File: src/rtl/rd_pntrs_and_empty.sv
// Read-side pointer and status block of the dual-clock FIFO.
// Synchronizes the Gray write pointer and owns the read pointer and flags.
module rd_pntrs_and_empty #(
  parameter int AWIDTH      = 4,
  parameter int SYNC_STAGES = 2,
  parameter int AE_LEVEL    = 2
) (
  input  logic              rd_clk_i,
  input  logic              sclr_i,
  input  logic              rd_req_i,
  input  logic [AWIDTH:0]   wr_pntr_gray_i,
  output logic [AWIDTH-1:0] rd_pntr_o,
  output logic              rd_en_o,
  output logic [AWIDTH:0]   rd_pntr_gray_wr_o,
  output logic              rd_empty_o,
  output logic              rd_almost_empty_o,
  output logic [AWIDTH:0]   rd_usedw_o,
  output logic              rd_underflow_o
);

  localparam logic [AWIDTH:0] AE_THR = (AWIDTH+1)'(AE_LEVEL);
  localparam logic [AWIDTH:0] ONE    = (AWIDTH+1)'(1);

  logic [AWIDTH:0] sync_q [SYNC_STAGES];

  logic [AWIDTH:0] rd_pntr_bin_q, rd_pntr_bin_d;
  logic [AWIDTH:0] rd_gray_q, rd_gray_d;
  logic [AWIDTH:0] usedw_q, usedw_d;
  logic            empty_q, empty_d;
  logic            ae_q, ae_d;
  logic            underflow_q, underflow_d;

  logic [AWIDTH:0] wr_gray_sync;
  logic [AWIDTH:0] wr_bin_sync;

  always_comb begin
    wr_gray_sync = sync_q[SYNC_STAGES-1];
    wr_bin_sync  = '0;
    wr_bin_sync[AWIDTH] = wr_gray_sync[AWIDTH];
    for (int i = AWIDTH - 1; i >= 0; i--) begin
      wr_bin_sync[i] = wr_bin_sync[i+1] ^ wr_gray_sync[i];
    end

    rd_en_o       = rd_req_i & ~empty_q;
    rd_pntr_bin_d = rd_en_o ? rd_pntr_bin_q + ONE : rd_pntr_bin_q;
    rd_gray_d     = rd_pntr_bin_d ^ (rd_pntr_bin_d >> 1);

    // Status uses the post-read pointer, so it can only be pessimistic
    empty_d     = (rd_gray_d == wr_gray_sync);
    usedw_d     = wr_bin_sync - rd_pntr_bin_d;
    ae_d        = (usedw_d <= AE_THR);
    underflow_d = underflow_q | (rd_req_i & empty_q);
  end

  always_ff @(posedge rd_clk_i) begin
    if (sclr_i) begin
      for (int i = 0; i < SYNC_STAGES; i++) begin
        sync_q[i] <= '0;
      end
      rd_pntr_bin_q <= '0;
      rd_gray_q     <= '0;
      usedw_q       <= '0;
      empty_q       <= 1'b1;
      ae_q          <= 1'b1;
      underflow_q   <= 1'b0;
    end else begin
      sync_q[0] <= wr_pntr_gray_i;
      for (int i = 1; i < SYNC_STAGES; i++) begin
        sync_q[i] <= sync_q[i-1];
      end
      rd_pntr_bin_q <= rd_pntr_bin_d;
      rd_gray_q     <= rd_gray_d;
      usedw_q       <= usedw_d;
      empty_q       <= empty_d;
      ae_q          <= ae_d;
      underflow_q   <= underflow_d;
    end
  end

  assign rd_pntr_o         = rd_pntr_bin_q[AWIDTH-1:0];
  assign rd_pntr_gray_wr_o = rd_gray_q;
  assign rd_empty_o        = empty_q;
  assign rd_almost_empty_o = ae_q;
  assign rd_usedw_o        = usedw_q;
  assign rd_underflow_o    = underflow_q;

endmodule

File: config.mk
export PLATFORM = sky130hd
export DESIGN_NAME = rd_pntrs_and_empty
export DESIGN_NICKNAME = d
export VERILOG_FILES = /design/src/rtl/rd_pntrs_and_empty.sv
export SDC_FILE = /design/constraint.sdc
export NUM_CORES = 1
export LEC_CHECK = 0
export ABC_AREA = 1
export CAP_MARGIN = 15
export CORE_MARGIN = 2
export CORE_UTILIZATION = 50
export DETAILED_ROUTE_END_ITERATION = 8
export GPL_TIMING_DRIVEN = 0
export MAX_ROUTING_LAYER = met4
export PLACE_DENSITY = 0.75
export SETUP_SLACK_MARGIN = 0.5
export SYNTH_ARGS = -nofsm -noshare
export SYNTH_HDL_FRONTEND = slang
export SYNTH_SLANG_ARGS = --single-unit
export TNS_END_PERCENT = 30
File: constraint.sdc
create_clock -name rd_clk_i -period 5.3 [get_ports rd_clk_i]
set_clock_uncertainty 0.1 [all_clocks]
set_input_delay 0.53 -clock rd_clk_i [delete_from_list [all_inputs] [get_ports rd_clk_i]]
set_output_delay 0.53 -clock rd_clk_i [all_outputs]
set_load 0.02 [all_outputs]
==> results of run 1 <==
flip-flops by register name (all words and copies together), names as in the netlist:
register / count
rd_pntr_gray_wr_o: 4
sync_q: 10
rd_usedw_o: 5
rd_underflow_o: 1
rd_empty_o: 1
rd_almost_empty_o: 1
rd_pntr_bin_q: 5
power groups by stage:
stage | combinational (uW) | clock (uW) | sequential, uW
floorplan | 88.4 | 0 | 269
global placement | 176 | 0 | 243
detailed placement | 180 | 0 | 244
CTS | 181 | 89.6 | 240
global route | 200 | 98.6 | 242
finish | 180 | 85.6 | 239
worst min path at each step:
stage,cells past startpoint,to,slack (ns)
floorplan,2,sync_q[0][5],0.29
global placement,2,sync_q[0][9],0.29
detailed placement,2,sync_q[0][9],0.29
CTS,2,sync_q[0][9],0.31
global route,2,sync_q[0][5],0.32
finish,2,sync_q[0][9],0.31
area by class of cell:
| class | count | share of cell area, % |
|---|---|---|
| Multi-Input combinational cell | 114 | 38.5 |
| Sequential cell | 27 | 34.2 |
| Timing Repair Buffer | 24 | 15.2 |
| Inverter | 31 | 7.36 |
| Tap cell | 30 | 2.37 |
| Clock buffer | 4 | 1.66 |
| Buffer | 3 | 0.712 |
tightest hold or removal path, cell delays in order (launching register included):
cell and delay [ns]:
dfxtp_1 0.32, inv_1 0.04, nor2_1 0.03
metal layers:
| metal | up-vias | track usage, % | part of all wire [%] |
|---|---|---|---|
| met5 | - | - | 0 |
| met4 | 0 | 8.75 | 1.7 |
| met3 | 5 | 3.28 | 4.1 |
| met2 | 26 | 31.3 | 50 |
| met1 | 503 | 22.1 | 44 |
| li1 | 582 | - | - |
kinds of logic (layout without fill, tap and decap cells):
family / count (synthesis) / count (layout) / synth area share [%]
AND/OR/NAND/NOR: 94 / 94 / 30.5
buffers and inverters: 34 / 62 / 9.99
flip-flops: 27 / 27 / 42.3
AO/OA/AOI/OAI: 7 / 7 / 3.04
XOR/XNOR: 7 / 7 / 7.74
adder cells (fa/ha/maj): 6 / 6 / 6.46
synthesized netlist by cell type:
master	count	area share (%)
a21o_1	1	0.59
a21oi_1	4	1.6
a31oi_1	1	0.49
clkbuf_1	3	0.88
dfxtp_1	27	42
fa_1	1	1.6
ha_1	5	4.9
inv_1	31	9.1
nand2_1	48	14
nand3_1	12	4.7
nand3b_1	2	1.2
nand4_1	1	0.49
nor2_1	27	7.9
nor2_4	1	0.88
nor3_1	3	1.2
o21ai_0	1	0.39
xor2_1	3	2.1
xor2_2	3	3.8
xor3_1	1	1.9
placed cells by master (no fill, tap or decap), drive strengths merged, types with 2 or more instances in the layout:
cell,count
ha,5
inv,31
clkbuf,7
nor3,3
nand3b,2
dfxtp,27
clkdlybuf4s50,24
a21oi,4
xor2,6
nor2,28
nand2,48
nand3,12
through the flow:
stage	power, uW	area, um2
floorplan	358	1280
global placement	418	1560
detailed placement	424	1560
CTS	510	1580
global route	541	1580
finish	505	1580
==> flow_summary_export.csv, run 1 <==
group,metric,value,unit
layout,multi_input_area,609,um2
detailed_routing,drt_wl_total,2.42,mm
place,dp_hpwl,1.91,mm
synthesis,synth-seq-cells,27,
power_and_ir_drop,pwr-share-comb,35.7,%
power_and_ir_drop,p_clk_share,16.9,%
worst_setup_path,critPathKind,"flop to flop",
worst_setup_path,crit_chain,"xor2_2 > xor2_2 > xor2_2 > xor2_1 > ha_1 > fa_1 > xor2_1 > nor2_1 > nor3_1 > nand2_1 > inv_1",
worst_setup_path,worstReg2RegStart,"sync_q[0][8]",
synthesis,synth_warnings,0,
sta,setup_tns,0,ns
synthesis,synthesis.area,0.00128,mm2
sta,finalCritPeriodShare,49.1,%
layout,utilization,64.4,%
die,core,0.00245,mm2
layout,ff_latch_area,541,um2
worst_setup_path,regToRegSetupSlack,2.70,ns
detailed_routing,wl_per_cell,10.4,um
sta,hold_viol_final,0,
layout,n_fill_cell,218,
sta,period_minus_slack,2.60,ns
sta,grt_setup_unrepaired,"no",
die,start_util,52.0,%
worst_setup_path,critPathTopFamily,"XOR/XNOR gates",
worst_setup_path,timing.rr.end,"rd_almost_empty_o",
detailed_routing,vias_per_cell,4.79,
power_and_ir_drop,powerDensity,319,mW/mm2
sta,holdWs,0.311,ns
clocking,root_buffer,"clkbuf_4",
die,rows,18,
clocking,htree_levels,1,
clocking,cts_hold_buf,0,
worst_setup_path,worst-path-buf-inv,1,
synthesis,syn_avg_cell_area,7.30,um2
power_and_ir_drop,irDropWorstVdd,0.290,mV
grt,grt.total_usage,18.8,%
layout,area_growth,23.8,%
worst_setup_path,reg2reg_depth,11,
worst_setup_path,cp.required,5.48,ns
sta,max_freq,0.384,GHz
sta,finalSetupViolations,0,
clocking,clk_pin_slew,0.13,ns
hold_path,hp-class,"flop to flop",
clocking,worstSkewPairLatency,0.32,ns
layout,n_antenna_cell,0,
power_and_ir_drop,p_seq_share,47.4,%
grt,grt_pass1_vias,913,
synthesis,ys_types,19,
sta,layout_setup_ws,2.70,ns
synthesis,syn-num-nets,189,
worst_setup_path,cp-end-kind,"flop",
power_and_ir_drop,power.leakage,0.000778,uW
die,die_h,54.5,um
power_and_ir_drop,internal-power,336,uW
place,placedCellCount,229,
grt,grt_pass1_wl,3.82,mm
die,die_w,54.5,um
place,pre_cts_ws,2.40,ns
layout,drive_gt1_share,3.45,%
worst_setup_path,cp-startpoint,"sync_q[0][8]",
power_and_ir_drop,p_sw_share,33.5,%
detailed_routing,detail-route-antenna-nets,0,
clocking,cts_resized,0,
clocking,postCtsSetupRepairBufs,0,
place,io_buffer_count,24,
sta,slew_viol_final,0,
clocking,cts_buffers,3,
power_and_ir_drop,p_sw,169,uW
worst_setup_path,worst-path-max-fanout,3,
sta,max_slew_margin,65.2,%
layout,fin_nets,218,
detailed_routing,vias,1116,
run_status,outcome,"finished, final reports clean",
clocking,clockBufferDepth,2,
worst_setup_path,crit_end,"rd_almost_empty_o",
sta,worstMarginPinSlew,0.522,ns
grt,grt_max_degree,15,
grt,antenna_found_initial,0,
detailed_routing,first_iter_violations,22,
layout,finalNonFillerCells,233,
worst_setup_path,crit_top_cell,"xor2_2",
die,dieArea,0.00298,mm2
worst_setup_path,crit_path_start_kind,"flop",
worst_setup_path,crit_path_top_delay_cell,"fa_1",
place,gp_congestion,0.816,
clocking,cts_sinks,27,
grt,overflow,0,
clocking,cts_tree,"done",
synthesis,yosysSeqAreaShare,42.3,%
worst_setup_path,arrival,2.78,ns
worst_setup_path,crit_cells,11,
worst_setup_path,cpPeakStageDelay,0.42,ns
synthesis,synthCells,175,
detailed_routing,drt_first_pass_iters,4,
die,ios,26,
detailed_routing,drc_errors,0,
hold_path,min_from,"sync_q[0][4]",
run,drv_cap,0,
Power figures use the tool's default switching activity.
==> inputs of run 2 (changes only) <==
CORE_UTILIZATION = 45   (was 50)
PLACE_DENSITY = 0.71   (was 0.75)
clock period = 2.2 ns   (was 5.3 ns; I/O delays follow)
==> run 2 against run 1 <==
  * Cell area rose by 5.2%
  * Maximum frequency rose by 8.0%
  * Utilization fell by 3.6 points
  * The run now ends with setup timing left
  * Sequential share of layout area fell by 1.1 points
  * Register-to-register slack got worse by 2.9 ns
  * Clock power rose to 2.5 times the previous value
  * Final cell count rose by 1.3%
  * First-iteration DRC count rose by 18%
  * Sequential power rose by 140%
  * Via count rose by 2.9%
  * Non-clock buffer count rose by 2
==> flow_summary_export.csv, run 2 (synthesis gave the netlist of run 1 again) <==
group,metric,value,unit
place,post_dp_cell_area,0.00157,mm2
clocking,cts_hold_buf,0,
layout,n_fill_cell,261,
die,dieArea,0.00328,mm2
detailed_routing,drt_wl_total,2.62,mm
layout,area_growth,30.3,%
clocking,cts_tree,"done",
clocking,worstSkewPairLatency,0.33,ns
power_and_ir_drop,p_clk_share,16.8,%
worst_setup_path,crit_path_top_delay_cell,"fa_2",
clocking,clockBufferDepth,2,
sta,period_minus_slack,2.41,ns
grt,grt_pass1_vias,1099,
power_and_ir_drop,irDropWorstVdd,0.536,mV
power_and_ir_drop,pwr-share-comb,37.8,%
worst_setup_path,cpPeakStageDelay,0.45,ns
run,drv_cap,0,
worst_setup_path,crit_top_cell,"xor2_2",
detailed_routing,detail-route-antenna-nets,0,
clocking,clk_pin_slew,0.13,ns
layout,fin_nets,220,
grt,antenna_found_initial,0,
die,core,0.00273,mm2
clocking,htree_levels,1,
layout,drive_gt1_share,12.7,%
worst_setup_path,regToRegSetupSlack,-0.21,ns
layout,final_area,0.00166,mm2
grt,grt_pass1_wl,4.55,mm
worst_setup_path,crit_chain,"xor2_4 > xor2_2 > xor2_2 > xor2_1 > ha_2 > fa_2 > nor3_2 > nor3_1 > nand2_1 > inv_1",
worst_setup_path,critPathKind,"flop to flop",
run_status,outcome,"complete, but fails checks",
sta,finalSetupViolations,2,
clocking,cts_buffers,3,
detailed_routing,drt_first_pass_iters,4,
place,dp_hpwl,1.99,mm
worst_setup_path,timing.rr.end,"rd_almost_empty_o",
sta,slew_viol_final,0,
grt,grt_max_degree,15,
worst_setup_path,reg2reg_depth,10,
power_and_ir_drop,internal-power,833,uW
layout,ff_latch_area,551,um2
layout,largest_reg_flops,10,
detailed_routing,vias_per_cell,4.86,
layout,largest-register,"sync_q",
worst_setup_path,crit_end,"rd_almost_empty_o",
sta,worstMarginPinSlew,0.537,ns
sta,max_slew_margin,64.2,%
layout,final_common_cell,"nand2_1",
worst_setup_path,cp-startpoint,"sync_q[0][8]",
sta,layout_setup_ws,-0.210,ns
layout,finalNonFillerCells,236,
detailed_routing,wl_per_cell,11.1,um
worst_setup_path,cp.required,2.35,ns
die,rows,19,
die,die_w,57.3,um
grt,grt.total_usage,18.7,%
sta,max_freq,0.415,GHz
hold_path,hp-class,"primary input to flop",
detailed_routing,drc_errors,0,
detailed_routing,first_iter_violations,26,
clocking,cts_sinks,27,
grt,overflow,0,
worst_setup_path,arrival,2.56,ns
power_and_ir_drop,p_sw,439,uW
sta,hold_viol_final,0,
worst_setup_path,worst-path-max-fanout,3,
clocking,root_buffer,"clkbuf_4",
die,die_h,57.3,um
place,placedCellCount,230,
layout,utilization,60.9,%
die,start_util,46.7,%
sta,grt_setup_unrepaired,"yes",
die,ios,26,
sta,finalCritPeriodShare,110,%
place,gp_congestion,0.861,
power_and_ir_drop,powerDensity,764,mW/mm2
power_and_ir_drop,power.leakage,0.000842,uW
power_and_ir_drop,p_sw_share,34.5,%
sta,setup_tns,-0.273,ns
worst_setup_path,worstReg2RegStart,"sync_q[0][8]",
run_status,violations,"setup timing",
layout,n_antenna_cell,0,
worst_setup_path,cp-end-kind,"flop",
detailed_routing,vias,1148,
layout,multi_input_area,671,um2
place,io_buffer_count,24,
layout,final_cell_mix,"nand2_1 (47), inv_1 (28), nor2_1 (25)",
power_and_ir_drop,p_seq_share,45.4,%
worst_setup_path,crit_path_start_kind,"flop",
run 2: cell count changes in the layout (fill, tap and decap cells not counted), sizes merged:
| cell | delta |
|---|---|
| clkdlybuf4s50 | -7 |
| dlygate4sd2 | +4 |
| buf | +2 |
| dlymetal6s2s | +2 |
| clkbuf | +1 |
run 2: power by group through the flow:
stage / combinational, uW / sequential (uW) / clock (uW)
global route: 534 / 583 / 242
floorplan: 222 / 649 / 0
detailed placement: 445 / 590 / 0
global placement: 434 / 585 / 0
finish: 481 / 578 / 214
CTS: 460 / 578 / 220
run 2: critical path: cells and delay by family (launching register included):
kind,cells,cell delay (ns)
buffers and inverters,1,0.03
XOR/XNOR,4,0.80
adder cells (fa/ha/maj),2,0.67
flip-flops,1,0.40
AND/OR/NAND/NOR,3,0.32
run 2: how the worst min path moves through the flow:
stage | startpoint | endpoint | slack [ns] | depth (start not counted)
after floorplan | wr_pntr_gray_i[0] | sync_q[0][0] | 0.23 | 2
after global placement | sync_q[0][4] | sync_q[0][9] | 0.28 | 2
after detailed placement | sync_q[0][4] | sync_q[0][9] | 0.29 | 2
after CTS | sclr_i | rd_pntr_gray_wr_o[0] | 0.14 | 2
after global routing | sclr_i | rd_pntr_gray_wr_o[1] | 0.17 | 2
final | sclr_i | rd_pntr_gray_wr_o[0] | 0.15 | 2
run 2: area by class of cell:
class | instances | area share [%]
plain buffers | 3 | 0.677
clock buffers | 4 | 1.58
inverters | 31 | 6.99
multi-input cells | 114 | 40.3
flip-flops and latches | 27 | 33.1
well taps | 31 | 2.33
repair buffers | 26 | 15.0
run 2: routing by layer:
metal | GRT usage [%] | up-vias | part of all wire [%]
li1 | - | 582 | -
met1 | 20.5 | 522 | 42
met2 | 31.9 | 37 | 51
met3 | 4.99 | 7 | 5.1
met4 | 8.31 | 0 | 2.1
met5 | - | - | 0
run 2: per-stage QoR:
step           setup slack [ns]  hold WS (ns)  total power (uW)
3_5_place_dp             -0.413         0.292              1030
3_3_place_gp             -0.374         0.283              1020
2_1_floorplan           -0.0394         0.227               871
5_1_grt                  -0.366         0.175              1360
6_report                 -0.210         0.145              1270
4_1_cts                  -0.212         0.141              1260
run 2: timing repair:
action                                  4_1_cts  5_1_grt
pin swaps                                     8        8
buffers inserted                              2        0
resized for setup                            15        9
endpoints found under the setup margin       14       11
==> inputs of run 3 (changes only) <==
ABC_CLOCK_PERIOD_IN_PS = 3000   (was default)
CORE_UTILIZATION = 54   (was 45)
PLACE_DENSITY = 0.8   (was 0.71)
clock period = 3 ns   (was 2.2 ns; I/O delays follow)
==> run 3 against run 2 <==
  * The flow now finishes without violations
  * Sequential share of layout area fell by 0.20 points
  * Maximum frequency decreased by 1.5%
  * Clock power down 25%
  * Clock-buffer cell count decreased by 1
  * Cell area increased by 1.1%
  * Utilization rose by 14 points
  * Die area is 16% lower
  * Critical path type unchanged
  * Largest power group unchanged
==> flow_summary_export.csv, run 3 (synthesis gave the netlist of run 1 again) <==
group,metric,value,unit
layout,final_common_cell,"nand2_1",
layout,largest-register,"sync_q",
hold_path,hp-class,"primary input to flop",
detailed_routing,detail-route-antenna-nets,0,
sta,max_freq,0.409,GHz
detailed_routing,drt_wl_total,2.88,mm
detailed_routing,wl_per_cell,12.3,um
sta,slew_viol_final,0,
layout,n_fill_cell,159,
sta,finalSetupViolations,0,
power_and_ir_drop,power.leakage,0.000818,uW
sta,grt_setup_unrepaired,"yes",
detailed_routing,vias,1201,
layout,final_cell_mix,"nand2_1 (47), inv_1 (31), nor2_1 (26)",
clocking,cts_hold_buf,0,
layout,final_area,0.00168,mm2
clocking,cts_buffers,3,
layout,area_growth,31.6,%
worst_setup_path,cp.required,3.15,ns
layout,fin_nets,222,
worst_setup_path,arrival,2.60,ns
layout,n_antenna_cell,0,
place,post_dp_cell_area,0.00155,mm2
worst_setup_path,worst-path-max-fanout,2,
die,rows,17,
layout,ff_latch_area,553,um2
worst_setup_path,cp-end-kind,"flop",
sta,period_minus_slack,2.45,ns
die,start_util,57.2,%
layout,finalNonFillerCells,235,
sta,setup_tns,0,ns
grt,grt_pass1_vias,1114,
detailed_routing,first_iter_violations,30,
clocking,worstSkewPairLatency,0.33,ns
clocking,htree_levels,1,
die,ios,26,
sta,worstMarginPinSlew,0.503,ns
detailed_routing,drt_first_pass_iters,4,
clocking,clockBufferDepth,2,
clocking,cts_tree,"done",
worst_setup_path,crit_path_start_kind,"flop",
run_status,outcome,"finished, final reports clean",
sta,hold_viol_final,0,
grt,grt_pass1_wl,4.41,mm
clocking,clk_pin_slew,0.14,ns
detailed_routing,drc_errors,0,
place,placedCellCount,227,
die,die_w,52.6,um
place,io_buffer_count,24,
layout,multi_input_area,666,um2
detailed_routing,vias_per_cell,5.11,
run,drv_cap,0,
place,gp_congestion,0.825,
layout,drive_gt1_share,11.6,%
power_and_ir_drop,irDropWorstVdd,0.526,mV
grt,grt.total_usage,22.4,%
die,dieArea,0.00277,mm2
sta,max_slew_margin,66.4,%
sta,finalCritPeriodShare,81.6,%
grt,antenna_found_initial,0,
layout,largest_reg_flops,10,
clocking,root_buffer,"clkbuf_4",
clocking,cts_sinks,27,
grt,grt_max_degree,16,
power_and_ir_drop,powerDensity,566,mW/mm2
grt,overflow,0,
die,die_h,52.6,um
worst_setup_path,critPathKind,"flop to flop",
place,dp_hpwl,1.95,mm
die,core,0.00223,mm2
-- run 3: cell types whose count changed in the layout (fill, tap and decap cells not counted), moves of 2 or more --
cell             before  now
clkdlybuf4s50_1      17   23
buf_4                 2    4
dlygate4sd2_1         4    0
inv_2                 3    0
inv_1                28   31
-- run 3: routing by layer --
layer | global-route usage, % | share of wire, % | up-vias | wire, um
li1 | - | - | 588 | -
met1 | 25.0 | 40 | 557 | 1150
met2 | 39.8 | 52 | 44 | 1500
met3 | 3.43 | 5.2 | 12 | 150
met4 | 8.97 | 2.9 | 0 | 85
met5 | - | 0 | - | 0
-- run 3: worst max-delay path, cell delays in order (launching register included) --
cell,delay [ns]
dfxtp_4,0.40
xor2_4,0.20
xor2_2,0.22
xor2_2,0.20
xor2_1,0.18
ha_2,0.23
fa_2,0.46
nor3_4,0.21
nor3_2,0.06
nand2_1,0.06
inv_1,0.03
-- run 3: timing repair --
action                                  CTS  global route
endpoints found under the setup margin    1             2
buffers inserted                          3             1
pin swaps                                 3            11
gates resized for setup                   2            16
-- run 3: worst paths after layout --
check          startpoint           endpoint  slack (ns)  cells after the start
max          sync_q[0][9]  rd_almost_empty_o        0.55                     10
max reg2reg  sync_q[0][9]  rd_almost_empty_o        0.55                     10
min              rd_req_i     rd_underflow_o        0.22                      3
min reg2reg  sync_q[0][3]       sync_q[0][8]        0.31                      2
-- run 3: power breakdown --
part	total [uW]	switching (uW)	internal [uW]	leakage (uW)
combinational	370	205	164	0.000575
clock	160	109	50.2	0.0000177
sequential	422	21.4	401	0.000225
-- run 3: layout make-up --
class                           instances  share of cell area (%)
Buffer                                  3                   0.670
Clock buffer                            3                    1.34
Clock inverter                          1                   0.298
Inverter                               31                    6.92
Multi-Input combinational cell        114                    39.6
Sequential cell                        27                    32.9
Tap cell                               28                    2.08
Timing Repair Buffer                   28                    16.2
-- run 3: per-stage QoR --
stage / hold WS, ns / total power (uW) / setup WS, ns / util, %
after floorplan: 0.288 / 632 / 0.691 / -
after global placement: 0.290 / 738 / 0.346 / 69.5
after detailed placement: 0.294 / 749 / 0.298 / 69.5
after CTS: 0.216 / 909 / 0.529 / 71.9
after global routing: 0.272 / 1010 / 0.432 / 75.3
final: 0.215 / 951 / 0.553 / 75.3
